## config.mk

```make
export PLATFORM = sky130hd
export DESIGN_NAME = arbitro_compuerta_flat
export DESIGN_NICKNAME = d
export VERILOG_FILES = /design/src/rtl/arbitro_compuerta_pkg.sv /design/src/rtl/arbitro_compuerta_if.sv /design/src/rtl/arbitro_compuerta_contador.sv /design/src/rtl/arbitro_compuerta.sv /design/src/flat_wrapper.sv
export SDC_FILE = /design/constraint.sdc
export NUM_CORES = 1
export LEC_CHECK = 0
export CORE_MARGIN = 5
export CORE_UTILIZATION = 50
export CTS_CLUSTER_DIAMETER = 80
export DETAILED_ROUTE_END_ITERATION = 16
export GPL_TIMING_DRIVEN = 0
export PLACE_DENSITY = 0.76
export SYNTH_ARGS = -nofsm -noshare
export SYNTH_HDL_FRONTEND = slang
export SYNTH_SLANG_ARGS = --single-unit
export TNS_END_PERCENT = 50
```

## constraint.sdc

```tcl
create_clock -name clk -period 4.2 [get_ports clk]
set_clock_uncertainty 0.05 [all_clocks]
set_input_delay 0.84 -clock clk [delete_from_list [all_inputs] [get_ports clk]]
set_output_delay 0.84 -clock clk [all_outputs]
set_load 0.01 [all_outputs]
```

## src/rtl/arbitro_compuerta_pkg.sv

```systemverilog
// Shared types for the parking gate arbiter: FSM state encodings and lane codes.
package arbitro_compuerta_pkg;

  typedef enum logic [1:0] {
    ST_IDLE        = 2'd0,
    ST_ABIERTO_ENT = 2'd1,
    ST_ABIERTO_SAL = 2'd2,
    ST_CERRANDO    = 2'd3
  } estado_t;

  typedef enum logic {
    LANE_ENT = 1'b0,
    LANE_SAL = 1'b1
  } lane_t;

endpackage

```

## src/rtl/arbitro_compuerta_if.sv

```systemverilog
// Lane/gate signal bundle. Requests are levels held until granted or withdrawn;
// a grant (concedido_x) holds until a paso_vehiculo pulse or expiry, and abrir/cerrar/timeout are one-cycle pulses.
interface arbitro_compuerta_if #(
  parameter int CNT_W = 4
);
  logic             sol_entrada;
  logic             sol_salida;
  logic             paso_vehiculo;
  logic             concedido_entrada;
  logic             concedido_salida;
  logic             abrir_compuerta;
  logic             cerrar_compuerta;
  logic             timeout;
  logic [CNT_W-1:0] ocupacion;
  logic             lleno;

  modport master (
    output sol_entrada, sol_salida, paso_vehiculo,
    input  concedido_entrada, concedido_salida, abrir_compuerta,
    input  cerrar_compuerta, timeout, ocupacion, lleno
  );

  modport slave (
    input  sol_entrada, sol_salida, paso_vehiculo,
    output concedido_entrada, concedido_salida, abrir_compuerta,
    output cerrar_compuerta, timeout, ocupacion, lleno
  );
endinterface

```

## src/rtl/arbitro_compuerta_contador.sv

```systemverilog
// contador_ocupacion: saturating up/down occupancy counter; lleno is registered with the count.
module contador_ocupacion #(
  parameter int CAPACIDAD = 8,
  parameter int CNT_W     = 4
) (
  input  logic             clk,
  input  logic             reset,
  input  logic             inc,
  input  logic             dec,
  output logic [CNT_W-1:0] ocupacion,
  output logic             lleno
);
  localparam logic [CNT_W-1:0] CAP = CNT_W'(CAPACIDAD);

  logic [CNT_W-1:0] siguiente;

  always_comb begin
    siguiente = ocupacion;
    if (inc && !dec && ocupacion != CAP)
      siguiente = ocupacion + 1'b1;
    else if (dec && !inc && ocupacion != '0)
      siguiente = ocupacion - 1'b1;
  end

  always_ff @(posedge clk or negedge reset) begin
    if (!reset) begin
      ocupacion <= '0;
      lleno     <= 1'b0;
    end else begin
      ocupacion <= siguiente;
      lleno     <= (siguiente == CAP);
    end
  end
endmodule

```

## src/rtl/arbitro_compuerta.sv

```systemverilog
// Single-gate arbiter: grants the shared gate to entry or exit lane, times out idle grants.
// Build option ARB_PRIO_SALIDA_EN: exit always beats entry instead of round-robin.
module arbitro_compuerta
  import arbitro_compuerta_pkg::*;
#(
  parameter int CAPACIDAD = 8,
  parameter int CNT_W     = 4,
  parameter int T_ESPERA  = 16
) (
  input  logic                  clk,
  input  logic                  reset,
  arbitro_compuerta_if.slave    bus,
  output estado_t               estado_dbg
);
  localparam int TW = $clog2(T_ESPERA);

  estado_t       estado;
  logic [TW-1:0] timer;
  logic          conc_ent, conc_sal, abrir, cerrar, tout;
  logic          elig_ent, elig_sal, conceder_ent, conceder_sal;
  logic          expira, inc, dec;
  logic [CNT_W-1:0] ocup;
  logic          lleno;

  assign elig_ent = bus.sol_entrada && !lleno;
  assign elig_sal = bus.sol_salida;
  assign expira   = (timer == TW'(T_ESPERA - 1));

`ifdef ARB_PRIO_SALIDA_EN
  assign conceder_sal = elig_sal;
  assign conceder_ent = elig_ent && !elig_sal;
`else
  lane_t ultimo;
  // On a tie the lane not served last wins; reset leaves "salida" so entry wins first.
  assign conceder_ent = elig_ent && (!elig_sal || ultimo == LANE_SAL);
  assign conceder_sal = elig_sal && !conceder_ent;
`endif

  assign inc = (estado == ST_ABIERTO_ENT) && bus.paso_vehiculo;
  assign dec = (estado == ST_ABIERTO_SAL) && bus.paso_vehiculo;

  always_ff @(posedge clk or negedge reset) begin
    if (!reset) begin
      estado   <= ST_IDLE;
      timer    <= '0;
      conc_ent <= 1'b0;
      conc_sal <= 1'b0;
      abrir    <= 1'b0;
      cerrar   <= 1'b0;
      tout     <= 1'b0;
`ifndef ARB_PRIO_SALIDA_EN
      ultimo   <= LANE_SAL;
`endif
    end else begin
      abrir  <= 1'b0;
      cerrar <= 1'b0;
      tout   <= 1'b0;
      case (estado)
        ST_IDLE: begin
          timer <= '0;
          if (conceder_ent) begin
            estado   <= ST_ABIERTO_ENT;
            conc_ent <= 1'b1;
            abrir    <= 1'b1;
          end else if (conceder_sal) begin
            estado   <= ST_ABIERTO_SAL;
            conc_sal <= 1'b1;
            abrir    <= 1'b1;
          end
        end
        ST_ABIERTO_ENT, ST_ABIERTO_SAL: begin
          // A pass on the expiry cycle counts as a pass, not a timeout.
          if (bus.paso_vehiculo || expira) begin
            estado   <= ST_CERRANDO;
            conc_ent <= 1'b0;
            conc_sal <= 1'b0;
            cerrar   <= 1'b1;
            tout     <= !bus.paso_vehiculo;
`ifndef ARB_PRIO_SALIDA_EN
            ultimo   <= (estado == ST_ABIERTO_ENT) ? LANE_ENT : LANE_SAL;
`endif
          end else begin
            timer <= timer + 1'b1;
          end
        end
        ST_CERRANDO: estado <= ST_IDLE;
        default:     estado <= ST_IDLE;
      endcase
    end
  end

  contador_ocupacion #(
    .CAPACIDAD (CAPACIDAD),
    .CNT_W     (CNT_W)
  ) u_contador (
    .clk       (clk),
    .reset     (reset),
    .inc       (inc),
    .dec       (dec),
    .ocupacion (ocup),
    .lleno     (lleno)
  );

  assign bus.concedido_entrada = conc_ent;
  assign bus.concedido_salida  = conc_sal;
  assign bus.abrir_compuerta   = abrir;
  assign bus.cerrar_compuerta  = cerrar;
  assign bus.timeout           = tout;
  assign bus.ocupacion         = ocup;
  assign bus.lleno             = lleno;
  assign estado_dbg            = estado;
endmodule

```

## src/flat_wrapper.sv

```systemverilog
// flat-port wrapper written by rule: the top's interface ports become plain ports
module arbitro_compuerta_flat import arbitro_compuerta_pkg::*;
#(
  parameter int CAPACIDAD = 8,
  parameter int CNT_W     = 4,
  parameter int T_ESPERA  = 16
)
  (clk, reset, estado_dbg, bus_sol_entrada, bus_sol_salida, bus_paso_vehiculo, bus_concedido_entrada, bus_concedido_salida, bus_abrir_compuerta, bus_cerrar_compuerta, bus_timeout, bus_ocupacion, bus_lleno);
  arbitro_compuerta_if #(.CNT_W(CNT_W)) bus_i ();
  input  logic clk;
  input  logic reset;
  output estado_t estado_dbg;
  input wire logic [$bits(bus_i.sol_entrada)-1:0] bus_sol_entrada;
  input wire logic [$bits(bus_i.sol_salida)-1:0] bus_sol_salida;
  input wire logic [$bits(bus_i.paso_vehiculo)-1:0] bus_paso_vehiculo;
  output wire logic [$bits(bus_i.concedido_entrada)-1:0] bus_concedido_entrada;
  output wire logic [$bits(bus_i.concedido_salida)-1:0] bus_concedido_salida;
  output wire logic [$bits(bus_i.abrir_compuerta)-1:0] bus_abrir_compuerta;
  output wire logic [$bits(bus_i.cerrar_compuerta)-1:0] bus_cerrar_compuerta;
  output wire logic [$bits(bus_i.timeout)-1:0] bus_timeout;
  output wire logic [$bits(bus_i.ocupacion)-1:0] bus_ocupacion;
  output wire logic [$bits(bus_i.lleno)-1:0] bus_lleno;
  assign bus_i.sol_entrada = bus_sol_entrada;
  assign bus_i.sol_salida = bus_sol_salida;
  assign bus_i.paso_vehiculo = bus_paso_vehiculo;
  assign bus_concedido_entrada = bus_i.concedido_entrada;
  assign bus_concedido_salida = bus_i.concedido_salida;
  assign bus_abrir_compuerta = bus_i.abrir_compuerta;
  assign bus_cerrar_compuerta = bus_i.cerrar_compuerta;
  assign bus_timeout = bus_i.timeout;
  assign bus_ocupacion = bus_i.ocupacion;
  assign bus_lleno = bus_i.lleno;
  arbitro_compuerta #(.CAPACIDAD(CAPACIDAD), .CNT_W(CNT_W), .T_ESPERA(T_ESPERA)) u_core (.clk(clk), .reset(reset), .bus(bus_i), .estado_dbg(estado_dbg));
endmodule
```

==> results of run 1 <==
==> area by class of cell <==
cell class / count / share of cell area
multi-input combinational: 75 / 0.441
sequential: 17 / 0.342
timing repair buffer: 15 / 0.120
inverter: 10 / 0.0301
tap: 27 / 0.0271
clock buffer: 4 / 0.0211
buffer: 3 / 0.0181
==> logic make-up (layout without fill, tap and decap cells) <==
family                   Yosys count  count (layout)  share of synthesized area
AND/OR/NAND/NOR                   31              31                      0.173
AO/OA/AOI/OAI                     30              30                      0.205
flip-flops                        17              17                      0.412
buffers and inverters             13              32                     0.0580
adder cells (fa/ha/maj)            7               7                     0.0845
XOR/XNOR                           6               6                     0.0580
multiplexers                       1               1                    0.00966
==> path summary, 6_finish.rpt <==
path                                                     startpoint                                      end  slack [ns]
setup / recovery           u_core.u_contador.ocupacion[1]$_DFF_PN0_                         bus_ocupacion[1]        1.91
hold / removal                            u_core.ultimo$_DFFE_PN1P_                u_core.ultimo$_DFFE_PN1P_        0.46
setup reg to reg                   u_core.estado_dbg[1]$_DFFE_PN0P_         u_core.estado_dbg[1]$_DFFE_PN0P_        2.23
hold reg to reg                           u_core.ultimo$_DFFE_PN1P_                u_core.ultimo$_DFFE_PN1P_        0.46
max in group asynchronous                                     reset         u_core.estado_dbg[0]$_DFFE_PN0P_        2.73
min in group asynchronous                                     reset  u_core.bus.concedido_salida$_DFFE_PN0P_        0.91
==> per-stage QoR <==
step           power [mW]  hold slack (ns)  std cells
6_report            0.965            0.458        151
5_1_grt              1.05            0.482        151
4_1_cts             0.974            0.456        151
3_5_place_dp        0.885            0.438        147
3_3_place_gp        0.865            0.428        147
2_1_floorplan       0.696            0.417        105
==> routing by layer <==
layer,GRT usage,vias to the layer above,wire (um)
li1,-,399,-
met2,0.226,11,979
met4,0.0451,0,17
met1,0.170,387,881
met3,0.0513,4,86
met5,0,-,0
==> where the power goes <==
| part | switching, mW | leakage, nW | total (mW) | internal, mW |
|---|---|---|---|---|
| clock network | 0.0507 | 0.0150 | 0.0878 | 0.0370 |
| logic | 0.302 | 0.339 | 0.568 | 0.267 |
| registers | 0.0728 | 0.212 | 0.309 | 0.236 |
==> state kept, by name (all words and copies together) (netlist names) <==
signal / count
u_core.bus.concedido_salida: 1
u_core.u_contador.ocupacion: 4
u_core.bus.timeout: 1
u_core.timer: 4
u_core.bus.cerrar_compuerta: 1
u_core.ultimo: 1
u_core.bus.concedido_entrada: 1
u_core.u_contador.lleno: 1
u_core.bus.abrir_compuerta: 1
u_core.estado_dbg: 2
==> placed cells by master (no fill, tap or decap), types with 2 or more instances in the layout <==
cell type                         synthesis  layout
sky130_fd_sc_hd__dfrtp_1                 16      16
sky130_fd_sc_hd__clkdlybuf4s50_1          0      15
sky130_fd_sc_hd__inv_1                    8       8
sky130_fd_sc_hd__nand2_1                  8       8
sky130_fd_sc_hd__a21oi_1                  7       7
sky130_fd_sc_hd__nor2_1                   7       7
sky130_fd_sc_hd__ha_1                     7       7
sky130_fd_sc_hd__o21ai_1                  5       5
sky130_fd_sc_hd__nand3_1                  4       4
sky130_fd_sc_hd__o21ai_0                  4       4
sky130_fd_sc_hd__a211oi_1                 4       4
sky130_fd_sc_hd__xnor2_1                  3       3
sky130_fd_sc_hd__a21o_1                   3       3
sky130_fd_sc_hd__clkbuf_4                 0       3
sky130_fd_sc_hd__nor2b_1                  2       2
sky130_fd_sc_hd__xor2_1                   2       2
sky130_fd_sc_hd__o21a_1                   2       2
sky130_fd_sc_hd__inv_2                    2       2
sky130_fd_sc_hd__clkbuf_1                 1       2
==> impl_metrics.tcl, run 1 <==
set metrics [dict create \
    timing_worst_setup_path_type "register to primary output" \
    fin_setup_tns_ns 0 \
    post-place-ws_ns 1.95 \
    period_share 0.546 \
    detailroute.via_count 801 \
    h_tree_depth 1 \
    asyncSetResetFlopFracSynth 1.00 \
    initial_antenna_violation_count 0 \
    std_cell_rows 16 \
    postSynthCellCount 105 \
    finish.net_count 137 \
    detailed_routing_iteration_count_for_the_pre_antenna_repair_pass 4 \
    worst_r2r_path_depth 7 \
    crit_required_ns 3.31 \
    synth_sequential_area_ratio 0.412 \
    drc 0 \
    cts_num_sinks 17 \
    worstHoldPathCells 2 \
    fp.dieArea_um2 3080 \
    final_max_slew_viol_count 0 \
    viasPerCell 5.30 \
    timing.final.setup_violations 0 \
    cap_violations 0 \
    finalWorstPathRequiredPeriod_ns 2.29 \
    slew_headroom 0.518 \
    num_antenna_cells 0 \
    cts-root-buf "sky130_fd_sc_hd__clkbuf_4" \
    syn_to_final_growth_pct 20.3 \
    place_area_um2 1220 \
    max_freq_mhz 436 \
    ff_latch_area_um2 427 \
    crit_path_cell_trace "clkdlybuf4s50_1" \
    ys_warn_count 0 \
    worstHoldPathType "register to register" \
    timing.critical_path.fanout_max 8 \
    detailed_place_hpwl_mm 1.53 \
    grt_max_degree 18 \
    cpLargestDelayFamily "buffers and inverters" \
    postRouteAntennaNets 0 \
    die_w_um 55.5 \
    power_density_nw_per_um2 775 \
    yosys-top-cells-area "sky130_fd_sc_hd__dfrtp_1 (39%), sky130_fd_sc_hd__ha_1 (8.5%), sky130_fd_sc_hd__a21oi_1 (3.4%), sky130_fd_sc_hd__a211oi_1 (2.9%), sky130_fd_sc_hd__inv_1 (2.9%)" \
    start_util 0.528 \
    synth.lib_cells_used.distinct 37 \
    multi_input_comb_area_um2 549 \
    transition_time_of_the_tightest_slew_check_pin_ns 0.721 \
    power.leakage_nw 0.567 \
    port-buffer-count 15 \
    report.final.hold_viol_count 0 \
    synth.cell_area_um2 1040 \
    clkLatencyLatePin_ns 0.29 \
    critical_path_buf_inv_count 1 \
    crit_path_launch_type "register" \
    drive_above_1_share 0.113 \
    synth_enable_flop_cells 0 \
    post-synth-top-area-fraction 0.386 \
    status "complete, no violations" \
    tritoncts "yes" \
    vdd.ir_drop.worst_uv 571 \
    synthDominantAreaCellType "sky130_fd_sc_hd__dfrtp_1" \
    synth.net_count 117 \
    cts_buffer_depth 2 \
    routed_wire_length_per_instance_um 13.0 \
    grt_pass1_wl_mm 3.46 \
    final_design_area_no_fill_um2 1250 \
    rsz0062_at_grt "no" \
    critical_path.max_stage_delay_ns 0.60 \
    synth_commonest_cells "sky130_fd_sc_hd__dfrtp_1 (16), sky130_fd_sc_hd__inv_1 (8), sky130_fd_sc_hd__nand2_1 (8)" \
    dieHeight_um 55.5 \
    final_gp_congestion 0.761 \
    crit_path_end_kind "primary output" \
    overflow 0 \
    worst_setup_hold_path_clk_slew_ns 0.09 \
    timing.critical_path.arrival_ns 1.40 \
    tritoncts.num_buffers 3 \
    placeable_core_area_um2 1960 \
    filler_cell_count 191 \
    slowest_stage "sky130_fd_sc_hd__clkdlybuf4s50_1" \
    drt-initial-drc-count 18 \
    critical_path_cell_count 1 \
    count_of_instances_resized_after_the_clock_tree_is_built 0 \
    finalWirelength_mm 1.96 \
    first_global_vias 770 \
    ys_ff_latch 17 \
    final_core_utilization 0.635 \
    avgSynthCellArea_um2 9.87 \
    track_usage 0.139 \
    final_worst_path_setup_slack_ns 1.91 \
    ioPinCount 17 \
    number_of_buffers_inserted_for_hold_repair_after_clock_tree_synthesis 0 \
    ys_dominant_reg_cell "sky130_fd_sc_hd__dfrtp_1" \
    postCtsSetupRepairBufs 0 \
    post-synth-top-count-cell "sky130_fd_sc_hd__dfrtp_1" \
]
Note: power is estimated with default switching activity, not from simulation.
==> inputs of run 2 (changes only) <==
- clock period: 4.2 -> 2.35 ns (I/O delays scaled with it)
==> results of run 2 <==
The final DEF is identical to that of run 1. Status: complete, no violations.
Among the figures that moved: setup slack after placement 1.95 ns -> 0.424 ns; setup slack after layout 1.91 ns -> 0.382 ns; hold slack 0.458 ns -> 0.354 ns; start point of the critical path u_core.u_contador.ocupacion[1]$_DFF_PN0_ -> u_core.estado_dbg[1]$_DFFE_PN0P_; end point of the critical path bus_ocupacion[1] -> u_core.estado_dbg[1]$_DFFE_PN0P_; register-to-register setup slack 2.23 ns -> 0.38 ns; end point of the worst hold path u_core.ultimo$_DFFE_PN1P_ -> u_core.bus.timeout$_DFF_PN0_; total power 0.965 mW -> 1.73 mW; worst IR drop on VDD 571 uV -> 1020 uV
==> inputs of run 3 (changes only) <==
- CORE_UTILIZATION: 50 -> 47
- PLACE_DENSITY: 0.76 -> 0.75
- clock period: 2.35 -> 1.65 ns (I/O delays scaled with it)
==> run 3 against run 2 <==
Against the previous run:
- the run now ends with setup timing left
- critical path depth stayed put
- first-iteration DRC count is 28% lower
- cell area is 16% higher
- largest cell class unchanged
- largest power group unchanged
==> impl_metrics.tcl, run 3 (same netlist as run 1, synthesis figures left out) <==
set metrics [dict create \
    internal-power_mw 1.74 \
    slew_headroom 0.483 \
    viasPerCell 5.25 \
    worstHoldPathCells 2 \
    clkLatencyLatePin_ns 0.30 \
    worstHoldPathType "primary input to register" \
    p_total_mw 3.05 \
    detailed_place_hpwl_mm 1.57 \
    final_design_area_no_fill_um2 1450 \
    status "finished, violations left" \
    dieHeight_um 57.0 \
    violated_checks "setup timing" \
    drt-initial-drc-count 13 \
    number_of_buffers_inserted_for_hold_repair_after_clock_tree_synthesis 0 \
    fp.dieArea_um2 3240 \
    worst_setup_hold_path_clk_slew_ns 0.10 \
    r2r_start "u_core.estado_dbg[1]$_DFFE_PN0P_" \
    comb_power_share 0.672 \
    cap_violations 0 \
    hold_path_startpoint "bus_paso_vehiculo" \
    r2r_end "u_core.u_contador.lleno$_DFF_PN0_" \
    r2r_setup_slack_ns -0.05 \
    cts_buffer_depth 2 \
    power.leakage_nw 0.687 \
    final_core_utilization 0.674 \
    layout.cells.most_common "sky130_fd_sc_hd__buf_4" \
    power.share.switching 0.428 \
    timing.final.setup_violations 2 \
    multi_input_comb_area_um2 632 \
    syn_to_final_growth_pct 39.7 \
    power_density_nw_per_um2 2110 \
    period_share 1.03 \
    rsz0062_at_grt "yes" \
    filler_cell_count 171 \
    report.final.hold_viol_count 0 \
    postRouteAntennaNets 0 \
    timing_worst_setup_path_type "register to register" \
    worst_hold_slack_ns 0.222 \
    transition_time_of_the_tightest_slew_check_pin_ns 0.773 \
    final_max_slew_viol_count 0 \
    grt_pass1_wl_mm 3.83 \
    drive_above_1_share 0.336 \
    net-switching-power_mw 1.31 \
    first_global_vias 865 \
    crit_path_launch_type "register" \
    finalWorstPathRequiredPeriod_ns 1.70 \
    worst_hold_path.endpoint "u_core.bus.timeout$_DFF_PN0_" \
    crit_path_end_kind "register" \
    routed_wire_length_per_instance_um 14.0 \
    vdd.ir_drop.worst_uv 1690 \
    initial_antenna_violation_count 0 \
    timing.critical_path.fanout_max 5 \
    cts_num_sinks 17 \
    port-buffer-count 15 \
    tritoncts.num_buffers 3 \
    finish.net_count 150 \
    cts-root-buf "sky130_fd_sc_hd__clkbuf_4" \
    final_cell_mix "sky130_fd_sc_hd__buf_4 (15), sky130_fd_sc_hd__dfrtp_1 (12), sky130_fd_sc_hd__nand2_1 (8), sky130_fd_sc_hd__clkdlybuf4s50_1 (8), sky130_fd_sc_hd__nor2_1 (7)" \
    crit_required_ns 1.81 \
    detailroute.via_count 867 \
    grt_max_degree 18 \
    ff_latch_area_um2 432 \
    placeable_core_area_um2 2150 \
    detailed_routing_iteration_count_for_the_pre_antenna_repair_pass 4 \
    overflow 0 \
    final_gp_congestion 0.793 \
    track_usage 0.149 \
    ioPinCount 17 \
    timing.critical_path.arrival_ns 1.87 \
    num_antenna_cells 0 \
    drc 0 \
    pwr-share-clk 0.075 \
    tritoncts "yes" \
    post_layout_nonfiller_instances 165 \
    std_cell_rows 17 \
    start_util 0.482 \
    worst_r2r_path_depth 7 \
    h_tree_depth 1 \
    place_area_um2 1230 \
    die_w_um 57.0 \
    final_worst_path_setup_slack_ns -0.0533 \
    share_seq_of_total_power 0.253 \
    dpl.cell_count 148 \
    finalWirelength_mm 2.32 \
    max_freq_mhz 587 \
]
-- run 3: changes by cell type in the layout (fill, tap and decap cells not counted), sizes merged --
| cell | delta |
|---|---|
| buf | +14 |
| clkdlybuf4s50 | -7 |
| dlymetal6s2s | +4 |
| dlygate4sd2 | +2 |
| clkbuf | -1 |
| clkinv | +1 |
-- run 3: worst max-delay path by stage --
stage / start / to / depth (start not counted)
finish: u_core.estado_dbg[1]$_DFFE_PN0P_ / u_core.u_contador.lleno$_DFF_PN0_ / 7
global route: u_core.estado_dbg[0]$_DFFE_PN0P_ / u_core.u_contador.lleno$_DFF_PN0_ / 7
CTS: u_core.estado_dbg[0]$_DFFE_PN0P_ / u_core.estado_dbg[1]$_DFFE_PN0P_ / 7
detailed placement: u_core.estado_dbg[1]$_DFFE_PN0P_ / u_core.estado_dbg[1]$_DFFE_PN0P_ / 7
global placement: u_core.estado_dbg[0]$_DFFE_PN0P_ / u_core.estado_dbg[1]$_DFFE_PN0P_ / 7
floorplan: u_core.estado_dbg[0]$_DFFE_PN0P_ / u_core.estado_dbg[1]$_DFFE_PN0P_ / 7
-- run 3: area by class of cell --
| cell class | count | area share |
|---|---|---|
| tap | 28 | 0.0242 |
| clock buffer | 3 | 0.0156 |
| multi-input combinational | 75 | 0.436 |
| inverter | 10 | 0.0311 |
| sequential | 17 | 0.298 |
| timing repair buffer | 29 | 0.178 |
| buffer | 2 | 0.0130 |
| clock inverter | 1 | 0.00346 |
-- run 3: timing repair --
action / in CTS / in global routing
gates resized for setup: 18 / 11
pin swaps: 7 / 2
setup buffers: 7 / 7
endpoints found under the setup margin: 10 / 13
-- run 3: power groups by stage --
| stage | registers, mW | clock network (mW) | logic [mW] |
|---|---|---|---|
| global route | 0.794 | 0.271 | 2.23 |
| CTS | 0.774 | 0.234 | 1.77 |
| detailed placement | 0.801 | 0 | 1.47 |
| finish | 0.770 | 0.229 | 2.05 |
| floorplan | 0.828 | 0 | 0.958 |
| global placement | 0.791 | 0 | 1.43 |
-- run 3: routing by layer --
| metal | GRT usage | vias to the layer above | share of wire |
|---|---|---|---|
| met3 | 0.0520 | 2 | 0.033 |
| met5 | 0 | - | 0 |
| met2 | 0.256 | 9 | 0.52 |
| met4 | 0.0265 | 0 | 0.0047 |
| met1 | 0.181 | 425 | 0.44 |
| li1 | - | 431 | - |
-- run 3: worst max-delay path, cell delays in order, from the launching register on --
cell and delay (ns):
sky130_fd_sc_hd__dfrtp_1 0.42, sky130_fd_sc_hd__buf_4 0.15, sky130_fd_sc_hd__ha_4 0.16, sky130_fd_sc_hd__and3b_1 0.24, sky130_fd_sc_hd__nand2_1 0.09, sky130_fd_sc_hd__nand3_1 0.11, sky130_fd_sc_hd__nand3_2 0.11, sky130_fd_sc_hd__nor4b_4 0.28
-- run 3: stage by stage --
| stage | TNS [ns] | worst slack [ns] |
|---|---|---|
| final | -0.0700 | -0.0533 |
| after detailed placement | -0.817 | -0.220 |
| after global routing | -0.342 | -0.140 |
| after global placement | -0.611 | -0.182 |
| after CTS | -0.0436 | -0.0316 |
| after floorplan | -0.0715 | -0.0418 |
